$ cat config.mk
export PLATFORM = sky130hd
export DESIGN_NAME = adder_arbiter
export DESIGN_NICKNAME = d
export VERILOG_FILES = /design/src/rtl/adder_arbiter_pkg.sv /design/src/rtl/adder_arbiter_rr_grant2.sv /design/src/rtl/adder_arbiter.sv
export SDC_FILE = /design/constraint.sdc
export NUM_CORES = 1
export LEC_CHECK = 0
export ABC_AREA = 1
export CAP_MARGIN = 40
export CORE_AREA = 2 2 39 41
export CTS_CLUSTER_SIZE = 25
export DETAILED_ROUTE_END_ITERATION = 8
export DIE_AREA = 0 0 41 43
export DONT_BUFFER_PORTS = 1
export GPL_TIMING_DRIVEN = 0
export PLACE_DENSITY = 0.57
export RECOVER_POWER = 50
export SLEW_MARGIN = 30
export SYNTH_ARGS = -nofsm -noshare
export SYNTH_HDL_FRONTEND = slang
export SYNTH_SLANG_ARGS = --single-unit
$ cat constraint.sdc
create_clock -name clk -period 3 [get_ports clk]
set_clock_uncertainty 0.05 [all_clocks]
set_input_delay 0.75 -clock clk [delete_from_list [all_inputs] [get_ports clk]]
set_output_delay 0.75 -clock clk [all_outputs]
set_load 0.01 [all_outputs]
$ cat src/rtl/adder_arbiter_pkg.sv
// Shared constants for the two-client adder arbiter: FSM encoding and requester IDs.
package adder_arbiter_pkg;

  localparam logic [0:0] ST_IDLE = 1'b0;
  localparam logic [0:0] ST_HOLD = 1'b1;

  localparam logic REQ0 = 1'b0;
  localparam logic REQ1 = 1'b1;

  localparam int DEFAULT_WIDTH = 4;

  // Round-robin pick among two requesters; on a tie the one not granted last wins.
  function automatic logic rr_pick(input logic [1:0] valid, input logic last);
    logic pick;
    case (valid)
      2'b01:   pick = REQ0;
      2'b10:   pick = REQ1;
      2'b11:   pick = ~last;
      default: pick = REQ0;
    endcase
    return pick;
  endfunction

endpackage

$ cat src/rtl/adder_arbiter_rr_grant2.sv
// Two-way round-robin grant; purely combinational so it can front any shared resource.
module rr_grant2
  import adder_arbiter_pkg::*;
(
  input  logic [1:0] valid,
  input  logic       last,
  output logic       grant_valid,
  output logic       grant_id
);

  always_comb begin
    grant_valid = 1'b0;
    grant_id    = REQ0;
    if (valid != 2'b00) begin
      grant_valid = 1'b1;
      grant_id    = rr_pick(valid, last);
    end else begin
      grant_valid = 1'b0;
      grant_id    = REQ0;
    end
  end

endmodule

$ cat src/rtl/adder_arbiter.sv
// Shares one WIDTH-bit adder between two valid/ready requesters with round-robin
// arbitration; the tagged result is registered and held until the consumer takes it.
module adder_arbiter
  import adder_arbiter_pkg::*;
#(
  parameter int WIDTH = DEFAULT_WIDTH
) (
  input  logic             clk,
  input  logic             rst,
  input  logic             req0_valid,
  input  logic [WIDTH-1:0] req0_a,
  input  logic [WIDTH-1:0] req0_b,
  output logic             req0_ready,
  input  logic             req1_valid,
  input  logic [WIDTH-1:0] req1_a,
  input  logic [WIDTH-1:0] req1_b,
  output logic             req1_ready,
  output logic             resp_valid,
  input  logic             resp_ready,
  output logic             resp_id,
  output logic [WIDTH-1:0] resp_sum,
  output logic             resp_carry
);

  logic [0:0]       r_state;
  logic             r_last;
  logic             r_resp_valid;
  logic             r_resp_id;
  logic             r_resp_carry;
  logic [WIDTH-1:0] r_resp_sum;

  logic             w_grant_valid;
  logic             w_grant_id;
  logic             w_accept;
  logic [WIDTH-1:0] w_a;
  logic [WIDTH-1:0] w_b;
  logic [WIDTH:0]   w_total;

  rr_grant2 u_rr_grant2 (
    .valid       ({req1_valid, req0_valid}),
    .last        (r_last),
    .grant_valid (w_grant_valid),
    .grant_id    (w_grant_id)
  );

  // Readies are gated by rst so nothing can be accepted during a reset cycle.
  always_comb begin
    w_accept   = 1'b0;
    req0_ready = 1'b0;
    req1_ready = 1'b0;
    if (!rst && (r_state == ST_IDLE) && w_grant_valid) begin
      w_accept   = 1'b1;
      req0_ready = (w_grant_id == REQ0);
      req1_ready = (w_grant_id == REQ1);
    end else begin
      w_accept   = 1'b0;
      req0_ready = 1'b0;
      req1_ready = 1'b0;
    end
  end

  always_comb begin
    w_a = req0_a;
    w_b = req0_b;
    if (w_grant_id == REQ1) begin
      w_a = req1_a;
      w_b = req1_b;
    end else begin
      w_a = req0_a;
      w_b = req0_b;
    end
  end

  assign w_total = {1'b0, w_a} + {1'b0, w_b};

  // FSM, round-robin pointer and result registers; operands are sampled only on accept.
  always_ff @(posedge clk) begin
    if (rst) begin
      r_state      <= ST_IDLE;
      r_last       <= REQ1;
      r_resp_valid <= 1'b0;
      r_resp_id    <= REQ0;
      r_resp_carry <= 1'b0;
      r_resp_sum   <= {WIDTH{1'b0}};
    end else begin
      case (r_state)
        ST_IDLE: begin
          if (w_accept) begin
            r_state      <= ST_HOLD;
            r_last       <= w_grant_id;
            r_resp_valid <= 1'b1;
            r_resp_id    <= w_grant_id;
            r_resp_carry <= w_total[WIDTH];
            r_resp_sum   <= w_total[WIDTH-1:0];
          end
        end
        ST_HOLD: begin
          if (resp_ready) begin
            r_state      <= ST_IDLE;
            r_resp_valid <= 1'b0;
          end
        end
        default: begin
          r_state      <= ST_IDLE;
          r_resp_valid <= 1'b0;
        end
      endcase
    end
  end

  assign resp_valid = r_resp_valid;
  assign resp_id    = r_resp_id;
  assign resp_sum   = r_resp_sum;
  assign resp_carry = r_resp_carry;

endmodule

# Yosys cells after proc, flatten, opt, wreduce, memory -nomap -nowiden
# Index checks and enable logic that the tools add are counted.
# Widths: inputs -> output; s select.
# word_totals
ff_bits,9
latch_bits,0
ram_bits,0
romBits,0
inputBits,21
output_inout_bits,9
elab_cells,34
mem_count,0
# op_classes
n_addsub,1
n_mul,0
div,0
order_cmp,0
n_eq_ne,4
shifts,0
muxes,14
n_bitwise,3
reduce_logical,6
# op_table
operator,count
$mux 1,9
$mux 4,2
$pmux 1 s2,3
$add 4x4->5,1
$eq 2x2->1 const B,2
$ne 2x2->1 const B,2
$reduce_and 2->1,2
$not 1->1,3
$logic_and 1x1->1,2
$reduce_bool 2->1,1
$logic_not 1->1,1

# Logic depth before layout (Yosys ltp)
# depth
word_depth,6
ltp_mapped,12
depth_no_buf,12

# Modules after synthesis
# Synthesis repeated with hierarchy kept, for this count alone.
# hier_totals
hier_cells,93
area_unflattened_um2,616.8
# by_module_without_submodules
mod,n_inst,cells_each,area_each_um2,seq_area_each_um2
adder_arbiter,1,90,601.8,180.2
rr_grant2,1,3,15.0,0.0

# Least setup slack after synthesis
# OpenSTA, ideal clock, no wires.
# synth_timing
path_type,input -> register
from,input port req0_valid
to,register r_resp_sum[2] (netlist: resp_sum[2])
setup_time_ps,70
arrival_time_ps,2006
t_required_ps,2880
slack_ps,874
stages,10
path_buffers,0
path_cell_list,nand2_1 -> nand2_1 -> inv_1 -> nand2_1 -> nand2_1 -> ha_1 -> inv_1 -> fa_1 -> xor2_1 -> a21oi_1
# synth_between
elab_chain_len,5
word_cells_on_any_way,12
cone_classes,add/sub: 1; eq/ne: 2; mux: 6; reduce/logical: 3
# synth_rtl
item,line_no,text
start: declaration,adder_arbiter.sv:10,"input logic req0_valid,"
$eq 2x2->1 or $reduce_bool 2->1 (tied branches),"adder_arbiter_pkg.sv:15, adder_arbiter_rr_grant2.sv:14",
$pmux 1 s2 or $mux 1 (tied branches),"adder_arbiter_pkg.sv:15, adder_arbiter_rr_grant2.sv:14",
$mux 1 or $logic_and 1x1->1 (tied branches),"adder_arbiter_rr_grant2.sv:14, adder_arbiter.sv:51",
$mux 4 or $mux 1 (tied branches),"adder_arbiter.sv:65, adder_arbiter.sv:51",
$add 4x4->5 or $reduce_and 2->1 (tied branches),-,
end signal: assignment,adder_arbiter.sv:84,r_resp_sum <= {WIDTH{1'b0}};
end signal: assignment,adder_arbiter.sv:94,r_resp_sum <= w_total[WIDTH-1:0];
end: declaration,adder_arbiter.sv:30,logic [WIDTH-1:0] r_resp_sum;
# Parallel ways exist; a longest one is shown, timed or not.
# A chain may end at the register's enable or synchronous reset.

# Final worst setup path
# layout_timing
from,input port req1_valid
to,output port req1_ready
# layout_between
elab_chain_len,4
word_cells_on_any_way,8
cone_classes,eq/ne: 2; mux: 4; reduce/logical: 2
# layout_rtl
item,line_no,text
start: declaration,adder_arbiter.sv:14,"input logic req1_valid,"
$eq 2x2->1 or $reduce_bool 2->1 (tied branches),"adder_arbiter_pkg.sv:15, adder_arbiter_rr_grant2.sv:14",
$pmux 1 s2 or $mux 1 (tied branches),"adder_arbiter_pkg.sv:15, adder_arbiter_rr_grant2.sv:14",
$mux 1 or $logic_and 1x1->1 (tied branches),"adder_arbiter_rr_grant2.sv:14, adder_arbiter.sv:51",
$mux 1 *,adder_arbiter.sv:51,if (!rst && (r_state == ST_IDLE) && w_grant_valid) begin
end: declaration,adder_arbiter.sv:17,"output logic req1_ready,"
# Every way passes the cells marked *; elsewhere a longest branch is shown, timed or not.

==> results.toml <==
[synth]
ys_warn_count = 0
synth_cells = 94
synth_nets = 120
syn_avg_cell_area_um2 = 6.496
synth-seq-area-share = 0.2951
ys_ff_latch = 9
synth_area_um2 = 610.6
synthDistinctLibCells = 16

[run]
max-cap-violations = 0

[sta]
finalMaxSlewViolations = 0
slew_headroom = 0.4796
post-route-period-util = 0.8205
fmax_mhz = 406.3
rsz0062_at_grt = "false"
hold_viol_final = 0
fin_tns_setup_ps = 0
holdWs_ps = 404.0
tightest_slew_ps = 772.5
period_needed_ps = 2461
finalSetupViolCount = 0

[detailed_routing]
drtIter0Drc = 10
drtAntennaViolNets = 0
drt_first_pass_iters = 4
vias_per_cell = 4.860
vias = 554
wl_per_cell_um = 10.48
wl_mm = 1.195
drcViolationCount = 0

[clock_network]
post_cts_buffers = 0
clock-sinks = 9
htree_levels = 1
clk_latency_ps = 250
cts_made_buffers = 3
cts_resized = 0
cts-root-buf = "clkbuf_4"
path_clk_slew_ps = 60
postCtsHoldBufs = 0
clk_path_buf_depth = 2
cts_tree = "yes"

[die]
core_mm2 = 0.001384
initial_core_util = 0.4412
die_area_mm2 = 0.001763
ios = 30
die_x_um = 41
num_rows = 14
die_height_um = 43

[power_and_ir_drop]
p_per_area_mw_per_mm2 = 503.4
p_leak_uw = 0.0003727
clkPwrFrac = 0.281
power_switching_uw = 108.1
vdd_ir_drop_max_v = 0.0003076
p_comb_frac = 0.272
pwr-share-seq = 0.447
p_int_uw = 220.7
switching_share = 0.3289

[critical_path]
start_kind = "primary input"
cp-end-kind = "output port"
crit_fanout = 5
r2r_slack_ps = 1130
critPathKind = "primary input to output port"
cp.arrival_ps = 1660
crit_required_ps = 2200

[global_route]
overflow = 0
grt_pass1_vias = 474
grt-busiest-layer = "met2"
antenna_found_initial = 0
grt_use_met2 = 0.2438
grt_util_met3 = 0.02094
grtUsageMet1 = 0.1908
grt_usage = 0.1598
grt_pass1_wl_mm = 1.883
grt_max_degree = 11

[placement]
placed_cells = 110
gp_congestion = 0.6477
dpl.hpwl_um = 955.1
placement.io_buffers = 0

[finish]
final_common_cell = "nand2_1"
area_growth_syn_to_layout_pct = 6.967
layout_common_cells = "38 x nand2_1, 13 x inv_1, 9 x dfxtp_1"
final_nets = 125
finalNonFillerCells = 114
drive_gt1_frac = 0.08163
n_fill_cell = 160
post-route-util = 0.4720
insertedDiodeCount = 0

[status]
status = "completed"

[worst_hold_path]
worst_hold_path_type = "flip-flop to flip-flop"
==> layout make-up <==
| class | instances | area, um2 | area share |
|---|---|---|---|
| flip-flops and latches | 9 | 180.2 | 0.2759 |
| clock buffers | 4 | 26.28 | 0.04023 |
| multi-input cells | 70 | 362.8 | 0.5556 |
| plain buffers | 1 | 11.26 | 0.01724 |
| well taps | 16 | 20.02 | 0.03065 |
| inverters | 14 | 52.55 | 0.08046 |
==> cells in the mapped netlist <==
master / number / area [um2]
nor2_1: 6 / 22.52
fa_1: 1 / 20.02
xor2_1: 1 / 8.760
inv_2: 1 / 3.750
a21oi_1: 5 / 25.02
o21ai_2: 3 / 26.28
nor2_4: 1 / 11.26
nand3_1: 7 / 35.03
inv_1: 13 / 48.80
buf_6: 1 / 11.26
o211a_1: 1 / 10.01
nand2_1: 38 / 142.6
dfxtp_1: 9 / 180.2
o21ai_0: 2 / 10.01
ha_1: 4 / 50.05
o21ai_1: 1 / 5.000
==> per-stage QoR <==
stage               setup WS, ps  cell area, um2  total power, uW
finish                     538.5           653.1            328.8
global route               480.0           653.1            355.3
CTS                        850.7           656.9            336.4
detailed placement         653.4           630.6            241.8
global placement           690.3           630.6            241.0
floorplan                  874.4           610.6            224.5
==> cell families after synthesis <==
kind of cell | after synthesis | share of synthesized area
xor+xnor | 1 | 0.01435
fa+ha+maj | 5 | 0.1148
compound gates | 12 | 0.1250
simple gates | 52 | 0.3463
flops | 9 | 0.2951
buf+inv | 15 | 0.1045
==> routing by layer <==
| layer | vias to the layer above | part of all wire |
|---|---|---|
| met3 | 2 | 0.053 |
| met4 | 0 | 0.0067 |
| met2 | 15 | 0.52 |
| met5 | - | 0 |
| met1 | 238 | 0.42 |
| li1 | 299 | - |
==> sequential cells by signal (all words and copies together), names as in the netlist <==
name	cells
r_state	1
r_last	1
resp_id	1
resp_carry	1
resp_valid	1
resp_sum	4
==> power by group through the flow <==
stage          logic [uW]  registers (uW)  clock network, uW
6_report             89.6             147               92.2
5_1_grt               108             149               98.8
4_1_cts              93.0             148               95.9
3_5_place_dp         91.7             150                  0
3_3_place_gp         91.2             150                  0
2_1_floorplan        76.8             148                  0
==> critical path: stages <==
cell and delay, ps:
o21ai_0 610, nor2_4 90, nand2_1 130, inv_1 80
==> final timing paths <==
path	startpoint	end	depth (start not counted)
setup / recovery	req1_valid	req1_ready	4
hold / removal	r_last	r_last	2
setup reg to reg	r_last	resp_sum[2]	10
hold reg to reg	r_last	r_last	2
Power figures use the tool's default switching activity.
